<file path="src/rtl/pc_predict_pkg.sv">
// Shared BTB types, counter encodings and index/tag/counter helpers for pc_predict_unit.
// Entry fields are sized for PCs up to BTB_FIELD_W bits; narrower PCs are zero-extended.
package pc_predict_pkg;

  localparam int BTB_FIELD_W = 32;

  localparam logic [1:0] CTR_SNT = 2'd0;
  localparam logic [1:0] CTR_WNT = 2'd1;
  localparam logic [1:0] CTR_WT  = 2'd2;
  localparam logic [1:0] CTR_ST  = 2'd3;

  typedef struct packed {
    logic                   valid;
    logic [BTB_FIELD_W-1:0] tag;
    logic [BTB_FIELD_W-1:0] target;
    logic [1:0]             ctr;
  } btb_entry_t;

  function automatic logic [BTB_FIELD_W-1:0] btb_idx(input logic [BTB_FIELD_W-1:0] pc,
                                                     input int unsigned idx_w);
    logic [BTB_FIELD_W-1:0] mask;
    mask = (BTB_FIELD_W'(1) << idx_w) - BTB_FIELD_W'(1);
    return (pc >> 2) & mask;
  endfunction

  function automatic logic [BTB_FIELD_W-1:0] btb_tag(input logic [BTB_FIELD_W-1:0] pc,
                                                     input int unsigned idx_w);
    return pc >> (idx_w + 2);
  endfunction

  // Saturating 2-bit counter: taken moves toward CTR_ST, not-taken toward CTR_SNT.
  function automatic logic [1:0] ctr_next(input logic [1:0] ctr, input logic taken);
    logic [1:0] nxt;
    if (taken) nxt = (ctr == CTR_ST) ? CTR_ST : ctr + 2'd1;
    else       nxt = (ctr == CTR_SNT || ctr == CTR_WNT) ? CTR_SNT : ctr - 2'd1;
    return nxt;
  endfunction

endpackage

</file>
<file path="src/rtl/pc_predict_unit_btb_array.sv">
// Direct-mapped BTB storage: two async read ports (lookup, update) and one sync write port.
// Written at the clock edge when wr_en is high; whole array cleared by async reset.
module pc_predict_unit_btb_array
  import pc_predict_pkg::*;
#(
  parameter int DEPTH = 16,
  parameter int IDX_W = $clog2(DEPTH)
) (
  input  logic             clk,
  input  logic             rst_n,
  input  logic [IDX_W-1:0] lk_idx,
  output btb_entry_t       lk_entry,
  input  logic [IDX_W-1:0] up_idx,
  output btb_entry_t       up_entry,
  input  logic             wr_en,
  input  logic [IDX_W-1:0] wr_idx,
  input  btb_entry_t       wr_entry
);

  btb_entry_t mem [DEPTH];

  always_ff @(posedge clk or negedge rst_n) begin
    if (!rst_n) begin
      for (int i = 0; i < DEPTH; i++) mem[i] <= '0;
    end else if (wr_en) begin
      mem[wr_idx] <= wr_entry;
    end
  end

  assign lk_entry = mem[lk_idx];
  assign up_entry = mem[up_idx];

endmodule

</file>
<file path="src/rtl/pc_predict_unit.sv">
// Fetch-PC generator with BTB prediction; next PC registered, redirect wins, stall holds the PC.
// Optional PC_PREDICT_STATS_EN adds saturating prediction/redirect counters.
module pc_predict_unit
  import pc_predict_pkg::*;
#(
  parameter int              XLEN      = 32,
  parameter int              BTB_DEPTH = 16,
  parameter logic [XLEN-1:0] RESET_PC  = XLEN'(32'h8000_0000)
) (
  input  logic            clk,
  input  logic            rst_n,
  output logic [XLEN-1:0] pc_o,
  output logic            pc_valid_o,
  input  logic            ready_i,
  output logic            pred_taken_o,
  output logic [XLEN-1:0] pred_target_o,
  input  logic            redirect_i,
  input  logic [XLEN-1:0] redirect_pc_i,
  input  logic            upd_valid_i,
  input  logic [XLEN-1:0] upd_pc_i,
  input  logic [XLEN-1:0] upd_target_i,
`ifdef PC_PREDICT_STATS_EN
  input  logic            upd_taken_i,
  output logic [31:0]     stat_pred_o,
  output logic [31:0]     stat_redir_o
`else
  input  logic            upd_taken_i
`endif
);

  localparam int unsigned IDX_W = $clog2(BTB_DEPTH);

  logic [XLEN-1:0]        pc_q;
  logic                   valid_q;
  logic                   fire;
  logic [IDX_W-1:0]       lk_idx, up_idx;
  logic [BTB_FIELD_W-1:0] lk_tag, up_tag;
  btb_entry_t             lk_e, up_e, wr_e;
  logic                   wr_en;
  logic                   up_hit;

  assign lk_idx = IDX_W'(btb_idx(BTB_FIELD_W'(pc_q), IDX_W));
  assign lk_tag = btb_tag(BTB_FIELD_W'(pc_q), IDX_W);
  assign up_idx = IDX_W'(btb_idx(BTB_FIELD_W'(upd_pc_i), IDX_W));
  assign up_tag = btb_tag(BTB_FIELD_W'(upd_pc_i), IDX_W);

  pc_predict_unit_btb_array #(.DEPTH(BTB_DEPTH), .IDX_W(IDX_W)) u_btb (
    .clk      (clk),
    .rst_n    (rst_n),
    .lk_idx   (lk_idx),
    .lk_entry (lk_e),
    .up_idx   (up_idx),
    .up_entry (up_e),
    .wr_en    (wr_en),
    .wr_idx   (up_idx),
    .wr_entry (wr_e)
  );

  assign pc_o          = pc_q;
  assign pc_valid_o    = valid_q;
  assign pred_taken_o  = lk_e.valid && (lk_e.tag == lk_tag) && lk_e.ctr[1];
  assign pred_target_o = pred_taken_o ? XLEN'(lk_e.target) : '0;
  assign fire          = valid_q && ready_i;

  always_ff @(posedge clk or negedge rst_n) begin
    if (!rst_n) begin
      pc_q    <= RESET_PC;
      valid_q <= 1'b0;
    end else begin
      valid_q <= 1'b1;
      if (redirect_i)                pc_q <= redirect_pc_i;
      else if (fire && pred_taken_o) pc_q <= pred_target_o;
      else if (fire)                 pc_q <= pc_q + XLEN'(4);
    end
  end

  // Read-modify-write of the entry addressed by the resolved instruction.
  assign up_hit = up_e.valid && (up_e.tag == up_tag);

  always_comb begin
    wr_en = 1'b0;
    wr_e  = up_e;
    if (upd_valid_i) begin
      if (up_hit) begin
        wr_en    = 1'b1;
        wr_e.ctr = ctr_next(up_e.ctr, upd_taken_i);
        if (upd_taken_i) wr_e.target = BTB_FIELD_W'(upd_target_i);
      end else if (upd_taken_i) begin
        wr_en       = 1'b1;
        wr_e.valid  = 1'b1;
        wr_e.tag    = up_tag;
        wr_e.target = BTB_FIELD_W'(upd_target_i);
        wr_e.ctr    = CTR_WT;
      end
    end
  end

`ifdef PC_PREDICT_STATS_EN
  always_ff @(posedge clk or negedge rst_n) begin
    if (!rst_n) begin
      stat_pred_o  <= '0;
      stat_redir_o <= '0;
    end else begin
      if (fire && pred_taken_o && stat_pred_o != 32'hFFFF_FFFF) stat_pred_o <= stat_pred_o + 32'd1;
      if (redirect_i && stat_redir_o != 32'hFFFF_FFFF) stat_redir_o <= stat_redir_o + 32'd1;
    end
  end
`endif

endmodule

</file>
<file path="config.mk">
export PLATFORM = sky130hd
export DESIGN_NAME = pc_predict_unit
export DESIGN_NICKNAME = d
export VERILOG_FILES = /design/src/rtl/pc_predict_pkg.sv /design/src/rtl/pc_predict_unit_btb_array.sv /design/src/rtl/pc_predict_unit.sv
export SDC_FILE = /design/constraint.sdc
export NUM_CORES = 2
export LEC_CHECK = 0
export BUFFER_PORTS_ARGS = -buffer_cell sky130_fd_sc_hd__buf_2
export CAP_MARGIN = 20
export CORE_MARGIN = 8
export CORE_UTILIZATION = 54
export CTS_BUF_LIST = sky130_fd_sc_hd__clkbuf_4
export CTS_CLUSTER_DIAMETER = 120
export DETAILED_ROUTE_END_ITERATION = 10
export PLACE_DENSITY = 0.71
export SYNTH_ARGS = -nofsm -noshare
export SYNTH_HDL_FRONTEND = slang
export SYNTH_HIERARCHICAL = 1
export SYNTH_SLANG_ARGS = --single-unit
</file>
<file path="constraint.sdc">
create_clock -name clk -period 4.9 [get_ports clk]
set_input_delay 0.735 -clock clk [delete_from_list [all_inputs] [get_ports clk]]
set_output_delay 0.735 -clock clk [all_outputs]
set_load 0.005 [all_outputs]
</file>
# ---- Yosys cells after proc, flatten, opt, wreduce, memory -nomap -nowiden
# Cells that the tools add are included.
dict set report op_classes {
  add_sub_neg 3
  order_cmp 3
  n_eq_ne 4
  mux 24
  bitwise 2
  n_reduce_logical 9
}
# op n
set op_table {}
lappend op_table {{1072-bit bitwise mux} 1}
lappend op_table {{67-bit binary-select mux with 4-bit select} 2}
lappend op_table {{67-bit two-way mux} 7}
lappend op_table {{67-bit demux with 4-bit select} 1}
lappend op_table {{32-bit two-way mux} 5}
lappend op_table {{32-bit by 26-bit == test with 1-bit output} 2}
lappend op_table {{34-bit two-way mux} 1}
lappend op_table {{33-bit two-way mux} 1}
lappend op_table {{32-bit by 3-bit adder with 32-bit output, second input constant} 1}
lappend op_table {{5-bit greater-or-equal comparator, second input constant} 2}
lappend op_table {{4-bit inverter with 5-bit output} 2}
lappend op_table {{1-bit logical AND} 6}
lappend op_table {{2-bit two-way mux} 3}
lappend op_table {{5-bit by 1-bit less-than comparator with 1-bit output, second input constant} 1}
lappend op_table {{1-bit two-way mux} 3}
lappend op_table {{3-bit nonzero test} 1}
lappend op_table {{2-bit by 1-bit adder with 2-bit output, second input constant} 1}
lappend op_table {{2-bit by 1-bit == test with 1-bit output, second input constant} 1}
lappend op_table {{2-bit == test, second input constant} 1}
lappend op_table {{2-bit zero test} 1}
lappend op_table {{2-bit by 1-bit subtractor with 2-bit output, second input constant} 1}
lappend op_table {{1-bit logical OR} 1}
dict set report word_totals {
  ff_bits 1105
  input_bits 102
  output_inout_bits 66
  word_cells 111
}

# ---- Logic depth before layout (Yosys ltp)
dict set report logic_depth {
  depth_word 11
  depth_mapped 17
  mapped_depth_nobuf 11
}

# ---- By module
# The synthesis kept the hierarchy.
# module n_inst cells_per_inst area_each_um2 seq_area_each_um2
set modules_own_cells {}
lappend modules_own_cells {pc_predict_unit_btb_array 1 3476 55346.8 26825.7}
lappend modules_own_cells {pc_predict_unit 1 509 4296.6 827.0}

# ---- Worst setup path before layout
# OpenSTA, ideal clock, no wires.
dict set report synth_path {
  path_type {input to register}
  start {input port upd_pc_i[2]}
  end {register u_btb/mem[1000] in the netlist's numbering}
  setup_ns 0.128
  arrival_ns 4.680
  t_required_ns 4.772
  path_slack_ns 0.092
  stages 17
  path_buffers 6
  cell_sequence {buf_2 > buf_2 > buf_2 > mux4_2 > a22oi_1 > nand2_1 > or4b_1 > nor4_2 > nand4_1 > nor4_4 > o21a_1 > nand2b_1 > or3_1 > clkbuf_1 > buf_2 > buf_2 > mux2_1}
}
# item line
set synth_rtl {}
lappend synth_rtl {{from (decl)} pc_predict_unit.sv:20} ;# input logic [XLEN-1:0] upd_pc_i,
lappend synth_rtl {{to (signal, indexed assignment)} pc_predict_unit_btb_array.sv:26} ;# mem[wr_idx] <= wr_entry;
lappend synth_rtl {{to (decl)} pc_predict_unit_btb_array.sv:20} ;# btb_entry_t mem [DEPTH];

==> reports/summary.log <==
qor: power_and_ir_drop.power.static_leakage 0.0322 uW
qor: clock_network.clock_tree.root_cell sky130_fd_sc_hd__clkbuf_4
qor: finish.final_area 70200 um2
qor: floorplanning.die_outline_area 121000 um2
qor: floorplanning.top_level_ports 168
qor: floorplanning.initial_core_util 54.1%
qor: sta.max_slew.worst_pin.slew 1.16 ns
qor: sta.setup-tns-final -12.89 ns
qor: worst_setup_path.worstSetupStartpointType register
qor: power_and_ir_drop.power_switching_share 29.6%
qor: worst_setup_path.timing.reg2reg.setup_slack 0.44 ns
qor: worst_setup_path.worstPathBufferInverterCount 6
qor: worst_setup_path.endpoint pred_target_o[4]
qor: placed_design.io_buffer_count 165
qor: sta.timing.final.max_slew_violations 0
qor: floorplanning.chipHeight 348 um
qor: worst_setup_path.path_class reg2out
qor: detailed_routing.drt_drc 0
qor: power_and_ir_drop.proportion_of_power_drawn_by_combinational_gates 20.2%
qor: placed_design.gp_routability_congestion 0.933
qor: detailed_routing.number_of_vias_in_the_routed_layout 40986
qor: job.maxCapViolations 0
qor: synth.syn_area 59500 um2
qor: global_route.globalRouteTotalUtil 30.7%
qor: finish.areaGrowthSynthToFinish 17.9%
qor: detailed_routing.drt_pass1_iterations 5
qor: sta.finalHoldViolations 0
qor: clock_network.clk_latency 1.18 ns
qor: finish.nets 4573
qor: worst_setup_path.reg2reg_from pc_o[2]$_DFFE_PN0P_
qor: detailed_routing.initial_detailed_routing_violation_count 4038
qor: finish.fraction_of_layout_cells_with_a_size_suffix_above_1 58.9%
qor: power_and_ir_drop.net_switching_power_of_the_design 7190 uW
qor: floorplanning.floorplan.rows 122
qor: worst_setup_path.critical_path.slowest_cell sky130_fd_sc_hd__dfrtp_4
qor: global_route.grt_max_degree 135
qor: sta.worst_slack -0.434 ns
qor: clock_network.cts_tree built
qor: power_and_ir_drop.clock_power_share 34.8%
qor: worst_setup_path.r2r_end pc_o[5]$_DFFE_PN0P_
qor: worst_setup_path.cell_family_with_most_cp_delay buffers and inverters
qor: sta.timing.slew.headroom 22.5%
qor: placed_design.hpwl_reported_at_the_end_of_detailed_placement 117 mm
qor: outcome.outcome finished with violations
qor: sta.timing.fmax 187 MHz
qor: sta.period_minus_slack 5.33 ns
qor: floorplanning.floorplan.core_area 110000 um2
qor: detailed_routing.drt-vias-per-instance 6.62
qor: worst_setup_path.r2r_cells 16
qor: floorplanning.die_width 348 um
qor: clock_network.clock_path_buffers 4
qor: worst_setup_path.worstPathRequired 4.16 ns
qor: outcome.violated_checks setup timing
qor: worst_setup_path.critical-path-top-cell-by-count sky130_fd_sc_hd__buf_12
qor: worst_setup_path.cp-startpoint pc_o[2]$_DFFE_PN0P_
qor: clock_network.cts.reportedPaths.clkPinSlew 0.07 ns
qor: detailed_routing.avgRoutedWirePerCell 30.2 um
qor: worst_setup_path.cp_num_cells 14
qor: global_route.grt_antenna_before_repair 10
qor: sta.setup-violations-final 33
qor: power_and_ir_drop.internal_dissipation 17100 uW
qor: sta.post-route-period-util 109%
qor: synth.synthesis.instances 3978
qor: global_route.grt_first_pass_wirelength 279 mm
qor: sta.unrepaired_setup_endpoints_after_global_routing true
qor: worst_setup_path.cp-end-kind output port
qor: clock_network.tritoncts.num_buffers 322
qor: global_route.grt-ovfl-total 0
qor: global_route.number_of_global_route_vias_before_repair 43459
qor: worst_setup_path.worstPathCellList buf_12 -> buf_16 -> mux4_2 -> a22oi_2 -> nand2_2 -> xnor2_2 -> nand4_1 -> nor4_2 -> nor4b_4 -> buf_4 -> buf_12 -> clkbuf_16 -> and2_4 -> buf_6
qor: synth.synth.net_count 4081
qor: clock_network.ctsHtreeMaxLevel 5
qor: synth.synth.yosys.warnings 6
qor: detailed_routing.final_antenna_net_count 0
qor: power_and_ir_drop.share_seq_of_total_power 44.9%
qor: power_and_ir_drop.fin_total_pwr 24300 uW
qor: placed_design.placed_cell_area 64500 um2
qor: detailed_routing.wirelength 187 mm
qor: placed_design.detailedPlace.worstSlack -0.356 ns
qor: worst_setup_path.worst_ep_arrival_time 4.60 ns
qor: power_and_ir_drop.vdd_ir_drop_max 0.270 mV
qor: worst_setup_path.cp_max_fo 8
qor: worst_setup_path.cpPeakStageDelay 0.55 ns
qor: clock_network.cts_num_sinks 1105
qor: power_and_ir_drop.power_density_over_the_cells 347 nW/um2
qor: worst_hold_path.holdCritPathClass in2reg
qor: synth.synth_area_per_cell 15.0 um2
qor: sta.clock_skew 0.102 ns
==> registers in the layout, indices dropped and copies added (netlist names) <==
register    count
u_btb/mem    1072
pc_valid_o      1
pc_o           32
==> layout make-up <==
type / instances / area, um2
Fill cell: 8070 / 39900
Multi-Input combinational cell: 2468 / 30700
Sequential cell: 1105 / 27700
Timing Repair Buffer: 564 / 6020
Clock buffer: 462 / 3470
Tap cell: 1488 / 1860
Clock inverter: 84 / 410
Inverter: 9 / 33.8
Antenna cell: 12 / 30.0
==> layer usage <==
layer  share of wire [%]  global-route usage, %
met4                 3.6                   12.8
met2                  46                   45.5
met5                0.13                  0.880
met1                  39                   41.4
met3                  11                   10.5
==> per-stage QoR <==
| step | utilization (%) | hold WS, ns | instances |
|---|---|---|---|
| detailed placement | 58.6 | 0.492 | 5538 |
| finish | 63.8 | 0.116 | 6192 |
| global route | 63.8 | 0.0331 | 6188 |
| global placement | 58.6 | 0.487 | 5538 |
| floorplan | - | 0.439 | 3978 |
| CTS | 63.3 | 0.00371 | 6159 |
==> power groups by stage <==
stage	combinational (uW)	clock, uW	sequential [uW]
6_report	4930	8480	10900
5_1_grt	5190	9170	11100
3_3_place_gp	4490	0	11000
2_1_floorplan	3190	0	10800
4_1_cts	4790	8640	10900
3_5_place_dp	4580	0	11100
==> layout by cell type, fill, tap and decap left out, types with 25 or more instances in the layout <==
cell,n
sky130_fd_sc_hd__o21ai_0,25
sky130_fd_sc_hd__dlygate4sd3_1,39
sky130_fd_sc_hd__buf_4,203
sky130_fd_sc_hd__mux2_1,45
sky130_fd_sc_hd__a22oi_1,236
sky130_fd_sc_hd__buf_2,141
sky130_fd_sc_hd__clkinv_1,64
sky130_fd_sc_hd__buf_12,126
sky130_fd_sc_hd__mux2_2,1035
sky130_fd_sc_hd__dfrtp_1,1101
sky130_fd_sc_hd__mux2_4,54
sky130_fd_sc_hd__xor2_1,25
sky130_fd_sc_hd__buf_6,35
sky130_fd_sc_hd__a22oi_2,30
sky130_fd_sc_hd__mux4_2,532
sky130_fd_sc_hd__nand2_1,146
sky130_fd_sc_hd__clkbuf_4,462
==> worst min path at each step <==
stage	slack [ns]	startpoint	endpoint	cells after the start
after detailed placement	0.49	u_btb/mem[603]$_DFFE_PN0P_	u_btb/mem[603]$_DFFE_PN0P_	1
after global routing	0.03	redirect_pc_i[4]	pc_o[4]$_DFFE_PN0P_	4
after floorplan	0.44	rst_n	pc_o[0]$_DFFE_PN0P_	0
final	0.12	upd_pc_i[27]	u_btb/mem[993]$_DFFE_PN0P_	3
after global placement	0.49	u_btb/mem[268]$_DFFE_PN0P_	u_btb/mem[268]$_DFFE_PN0P_	1
after CTS	0.004	upd_pc_i[27]	u_btb/mem[993]$_DFFE_PN0P_	3
==> worst min-delay path: cells and delay by family <==
kind | cells | cell delay, ns
muxes | 2 | 0.39
buffers and inverters | 1 | 0.10
==> what timing repair did <==
item | 4_1_cts | 5_1_grt
hold buffers | 39 | 0
resized for setup | 82 | 84
hold endpoints to repair | 133 | 0
setup buffers | 27 | 20
cloned | 9 | 4
setup endpoints to repair | 33 | 33
pin swaps | 22 | 44
(Power assumes the default switching activity.)
